## src/rtl/unidade_excecao_pkg.sv

```systemverilog
// Shared types and constants for the trap sequencer (package excecao_pkg).
package excecao_pkg;

  typedef enum logic [2:0] {
    IDLE = 3'd0,
    SAVE = 3'd1,
    READ = 3'd2,
    WAIT = 3'd3,
    LOAD = 3'd4
  } estado_exc_t;

  localparam logic CAUSA_OPCODE = 1'b0;
  localparam logic CAUSA_OVF    = 1'b1;

  localparam logic [63:0] VEC_OPCODE_DEF = 64'd254;
  localparam logic [63:0] VEC_OVF_DEF    = 64'd255;

  function automatic logic [63:0] zext_byte(input logic [7:0] b);
    return {56'd0, b};
  endfunction

endpackage

```

## src/rtl/unidade_excecao.sv

```systemverilog
// Trap sequencer: saves EPC/cause, fetches the handler vector byte, loads PC.
// Optional return-from-exception port enabled by macro UNIDADE_EXCECAO_ERET_EN.
module unidade_excecao
  import excecao_pkg::*;
#(
  parameter logic [63:0] VEC_OPCODE = VEC_OPCODE_DEF,
  parameter logic [63:0] VEC_OVF    = VEC_OVF_DEF,
  parameter int unsigned MEM_LAT    = 1,
  parameter logic [63:0] PC_OFFSET  = 64'd4
) (
  input  logic        clk,
  input  logic        reset,
`ifdef UNIDADE_EXCECAO_ERET_EN
  input  logic        eret,
`endif
  input  logic        exc_opcode,
  input  logic        exc_overflow,
  input  logic [63:0] pc_atual,
  input  logic [63:0] mem_rdata,
  output logic        busy,
  output logic [63:0] epc,
  output logic        causa,
  output logic [63:0] mem_addr,
  output logic        mem_rd,
  output logic        pc_load,
  output logic [63:0] pc_next,
  output logic        done
);

  localparam logic [1:0] LAT_INIT = 2'(MEM_LAT - 1);

  estado_exc_t state_r;
  logic        cause_sel_r;
  logic [63:0] epc_r;
  logic        causa_r;
  logic [63:0] mem_addr_r;
  logic        mem_rd_r;
  logic        pc_load_r;
  logic        done_r;
  logic        busy_r;
  logic [1:0]  cnt_r;
  logic [63:0] pc_next_s;
`ifdef UNIDADE_EXCECAO_ERET_EN
  logic        eret_load_r;
`endif

  // Only the low byte of the vector word is meaningful.
  logic unused_s;
  assign unused_s = ^mem_rdata[63:8];

  // Sequencer state and all registered (Moore) outputs.
  always_ff @(posedge clk) begin
    if (reset) begin
      state_r     <= IDLE;
      cause_sel_r <= CAUSA_OPCODE;
      epc_r       <= 64'd0;
      causa_r     <= CAUSA_OPCODE;
      mem_addr_r  <= 64'd0;
      mem_rd_r    <= 1'b0;
      pc_load_r   <= 1'b0;
      done_r      <= 1'b0;
      busy_r      <= 1'b0;
      cnt_r       <= 2'd0;
`ifdef UNIDADE_EXCECAO_ERET_EN
      eret_load_r <= 1'b0;
`endif
    end else begin
      case (state_r)
        IDLE: begin
          pc_load_r <= 1'b0;
          done_r    <= 1'b0;
`ifdef UNIDADE_EXCECAO_ERET_EN
          eret_load_r <= 1'b0;
`endif
          if (exc_opcode || exc_overflow) begin
            // Opcode request wins when both arrive together.
            state_r     <= SAVE;
            busy_r      <= 1'b1;
            cause_sel_r <= exc_opcode ? CAUSA_OPCODE : CAUSA_OVF;
          end
`ifdef UNIDADE_EXCECAO_ERET_EN
          else if (eret) begin
            pc_load_r   <= 1'b1;
            eret_load_r <= 1'b1;
          end
`endif
          else begin
            state_r <= IDLE;
          end
        end
        SAVE: begin
          epc_r      <= pc_atual - PC_OFFSET;
          causa_r    <= cause_sel_r;
          mem_addr_r <= (cause_sel_r == CAUSA_OPCODE) ? VEC_OPCODE : VEC_OVF;
          mem_rd_r   <= 1'b1;
          state_r    <= READ;
        end
        READ: begin
          mem_rd_r <= 1'b0;
          cnt_r    <= LAT_INIT;
          state_r  <= WAIT;
        end
        WAIT: begin
          if (cnt_r != 2'd0) begin
            cnt_r <= cnt_r - 2'd1;
          end else begin
            state_r    <= LOAD;
            pc_load_r  <= 1'b1;
            done_r     <= 1'b1;
            mem_addr_r <= 64'd0;
          end
        end
        LOAD: begin
          state_r   <= IDLE;
          pc_load_r <= 1'b0;
          done_r    <= 1'b0;
          busy_r    <= 1'b0;
        end
        default: begin
          state_r    <= IDLE;
          mem_rd_r   <= 1'b0;
          mem_addr_r <= 64'd0;
          pc_load_r  <= 1'b0;
          done_r     <= 1'b0;
          busy_r     <= 1'b0;
          cnt_r      <= 2'd0;
        end
      endcase
    end
  end

  // PC redirect value: vector byte in LOAD, saved EPC on a return.
  always_comb begin
    pc_next_s = 64'd0;
    if (state_r == LOAD) begin
      pc_next_s = zext_byte(mem_rdata[7:0]);
    end
`ifdef UNIDADE_EXCECAO_ERET_EN
    else if (eret_load_r) begin
      pc_next_s = epc_r;
    end
`endif
    else begin
      pc_next_s = 64'd0;
    end
  end

  assign busy     = busy_r;
  assign epc      = epc_r;
  assign causa    = causa_r;
  assign mem_addr = mem_addr_r;
  assign mem_rd   = mem_rd_r;
  assign pc_load  = pc_load_r;
  assign pc_next  = pc_next_s;
  assign done     = done_r;

endmodule

```

## config.mk

```make
export PLATFORM = sky130hd
export DESIGN_NAME = unidade_excecao
export DESIGN_NICKNAME = d
export VERILOG_FILES = /design/src/rtl/unidade_excecao_pkg.sv /design/src/rtl/unidade_excecao.sv
export SDC_FILE = /design/constraint.sdc
export NUM_CORES = 1
export LEC_CHECK = 0
export CORE_AREA = 4 4 124 126
export CTS_BUF_LIST = sky130_fd_sc_hd__clkbuf_16
export CTS_CLUSTER_SIZE = 12
export DETAILED_ROUTE_END_ITERATION = 6
export DIE_AREA = 0 0 128 130
export PLACE_DENSITY_LB_ADDON = 0.1
export RECOVER_POWER = 100
export REMOVE_ABC_BUFFERS = 1
export SLEW_MARGIN = 20
export SYNTH_ARGS = -nofsm -noshare
export SYNTH_HDL_FRONTEND = slang
export SYNTH_SLANG_ARGS = --single-unit
```

## constraint.sdc

```tcl
create_clock -name clk -period 4.1 [get_ports clk]
set_clock_uncertainty 0.05 [all_clocks]
set_input_delay 0.615 -clock clk [delete_from_list [all_inputs] [get_ports clk]]
set_output_delay 0.615 -clock clk [all_outputs]
set_load 0.1 [all_outputs]
```

==> impl_metrics.py <==
metrics = {
    "placed_design": {
        "dp_hpwl_um": 10600,
        "gp_congestion": 0.7625,
        "portBuffers": 160,
    },
    "critical_path": {
        "cpPeakStageDelay_ps": 630,
        "cpMaxStageDelayCell": "or4_1",
        "cp_top_family": "simple AND/OR/NAND/NOR gates",
        "cpMostUsedCell": "or4_1",
        "worst-path-buf-inv": 2,
        "worstPathCellList": "dlygate4sd3_1 -> or4_1 -> nor4_1 -> buf_4 -> nand2_1 -> or4_1 -> a311oi_1",
        "crit_fanout": 15,
        "crit_arrival_ps": 3650,
        "cp-startpoint": "pc_atual[2]",
        "worstSetupPathType": "input pin to flop",
        "cp-start-kind": "input pin",
        "cp.required_ps": 4280,
        "r2r-start": "state_r[2]",
        "ff2ff_setup_slack_ps": 880,
        "end_kind": "flop",
    },
    "floorplanning": {
        "design.core.area_sq_um": 14310,
        "start_util": 0.3495,
        "rows": 44,
        "die_h_um": 130,
        "io_pins": 329,
        "dieArea_sq_um": 16640,
        "dieWidth_um": 128,
    },
    "cells_and_area": {
        "drive_above_1_share": 0.04250,
        "area.growth.synth_to_final_pct": 29.56,
        "diodes": 0,
        "fin_nets": 882,
    },
    "clock_network": {
        "numClockSinks": 76,
        "holdBufCountCts": 0,
        "path_clk_slew_ps": 60,
        "cts_tree": "yes",
        "htreeDepth": 3,
        "cts_made_buffers": 9,
        "clock_latency_ps": 340,
        "ctsResizeCount": 0,
        "cts_setup_buffers": 0,
        "root_buffer": "clkbuf_16",
        "ctsLongestPathBuffers": 2,
    },
    "sta": {
        "hold_viol_final": 0,
        "relSlewSlack": -0.6868,
        "holdWs_ps": 403.1,
        "fin_crit_ps": 3473,
        "tightest_slew_ps": 2530,
        "fmax_mhz": 288.0,
        "rsz0062_at_grt": "no",
        "finalCritPeriodShare": 0.8470,
        "slew_viol_final": 154,
        "fin_setup_tns_ps": 0,
        "setup_viol": 0,
    },
    "drt": {
        "firstDrtPassIters": 4,
        "routed-via-count": 4520,
        "routed_via_density": 4.824,
        "postRouteAntennaNets": 0,
        "routed_wl_um": 14140,
        "drcViolationCount": 0,
        "drtIter0Drc": 238,
        "wl_per_cell_um": 15.09,
    },
    "run_status": {
        "violations": "capacitance limit, slew limit",
        "outcome": "finished, violations left",
    },
    "synth": {
        "synth_seq_cells": 76,
        "synth_fa_ha_area_frac": 0.005003,
        "synth-xor-area-share": 0.05603,
        "synthMuxAreaShare": 0.002001,
        "synth_seq_area_share": 0.3042,
        "ys_async_sr_fraction": 0,
        "synth_edf_count": 0,
        "synth-compound-area-share": 0.1526,
        "syn_inst": 614,
        "synth_top_area_share": 0.3042,
        "ys_top_cells_by_area": "dfxtp_1, buf_4, nor2_1",
        "syn_area_sq_um": 5002,
        "synth-simple-area-share": 0.2649,
        "avgSynthCellArea_sq_um": 8.147,
        "yosys_warnings": 0,
        "synth_largest_area_cell": "dfxtp_1",
        "yosysMostFrequentCell": "buf_4",
        "synth_ff_type": "dfxtp_1",
        "synthTopCellsByCount": "buf_4, nor2_1, dfxtp_1",
        "synth_top_family_by_area": "simple AND/OR/NAND/NOR gates",
        "yosysUniqueCellTypes": 49,
    },
    "pwr": {
        "p_per_area_nw_per_um2": 501.7,
        "p_leak_nw": 2.464,
        "ir_worst_vdd_mv": 0.3357,
    },
    "global_routing": {
        "overflow": 0,
        "antenna_found_initial": 0,
        "grtUsageTotal": 0.1629,
        "grt_pass1_vias": 4268,
        "grt_pass1_wl_um": 21530,
        "grt_start_max_net_pins": 103,
    },
    "hold_path": {
        "min-delay-start": "epc[0]",
        "hold_path.class": "flop to flop",
    },
    "job": {
        "max_cap_viol_count": 2,
    },
}
==> per-stage QoR <==
| step | power [mW] | setup WS [ps] | utilization | std cells | area [sq um] |
|---|---|---|---|---|---|
| 6_report | 3.252 | 627.4 | 0.4528 | 937 | 6481 |
| 3_3_place_gp | 2.465 | 583.5 | 0.4365 | 921 | 6247 |
| 2_1_floorplan | 2.140 | -1590 | - | 569 | 4375 |
| 4_1_cts | 3.326 | 887.6 | 0.4580 | 937 | 6555 |
| 5_1_grt | 3.387 | 407.5 | 0.4528 | 937 | 6481 |
| 3_5_place_dp | 2.472 | 528.6 | 0.4365 | 921 | 6247 |
==> report_power, final <==
part           internal [mW]  switching, mW
Sequential             0.822         0.0458
Combinational          0.261           1.29
Clock                  0.524          0.310
Total                   1.61           1.64
==> metal layers <==
metal	GRT usage	routed length, um	vias up
met1	0.2031	5998	2057
met2	0.2637	6561	176
li1	-	-	2265
met4	0.07740	392	0
met3	0.04216	1189	22
met5	0	0	-
==> worst paths after layout <==
check | to | cells past startpoint
setup reg to reg | epc[45] | 5
hold reg to reg | epc[0] | 2
setup / recovery | epc[63] | 7
hold / removal | epc[0] | 2
==> layout by cell type (no fill, tap or decap), types with 10 or more instances in the layout <==
master,count
clkbuf_1,13
a311oi_1,26
o21ai_0,12
clkdlybuf4s50_1,73
or3_1,11
conb_1,112
or4_1,21
xor2_1,17
xnor2_1,15
a21oi_1,10
nand2_1,23
nor3_1,18
dlygate4sd3_1,78
dfxtp_1,76
o31ai_1,15
and3_1,10
nor2_1,80
nor4_1,17
a211oi_1,36
==> logic make-up after synthesis <==
kind of cell | Yosys count
compound gates | 104
xor+xnor | 32
fa+ha+maj | 2
buf+inv | 164
flops | 76
mux | 1
other cells | 1
simple gates | 234
==> tightest hold or removal path: stages, from the launching register on <==
cell and delay [ps]:
dfxtp_1 300, nand2_1 50, a21oi_1 50
==> registers in the layout, summed over array words and instances, names as in the netlist <==
name         flops
mem_rd           1
epc             64
cnt_r            2
state_r          3
cause_sel_r      1
causa            1
done             1
busy             1
mem_addr         2
==> final cells by class <==
class	count	area, sq um
Inverter	8	30.03
Timing Repair Buffer	168	1590
Clock inverter	7	82.58
Fill cell	1447	7833
Tap cell	184	230.2
Clock buffer	9	225.2
Sequential cell	76	1521
Multi-Input combinational cell	485	2801
Note: power is estimated with default switching activity, not from simulation.
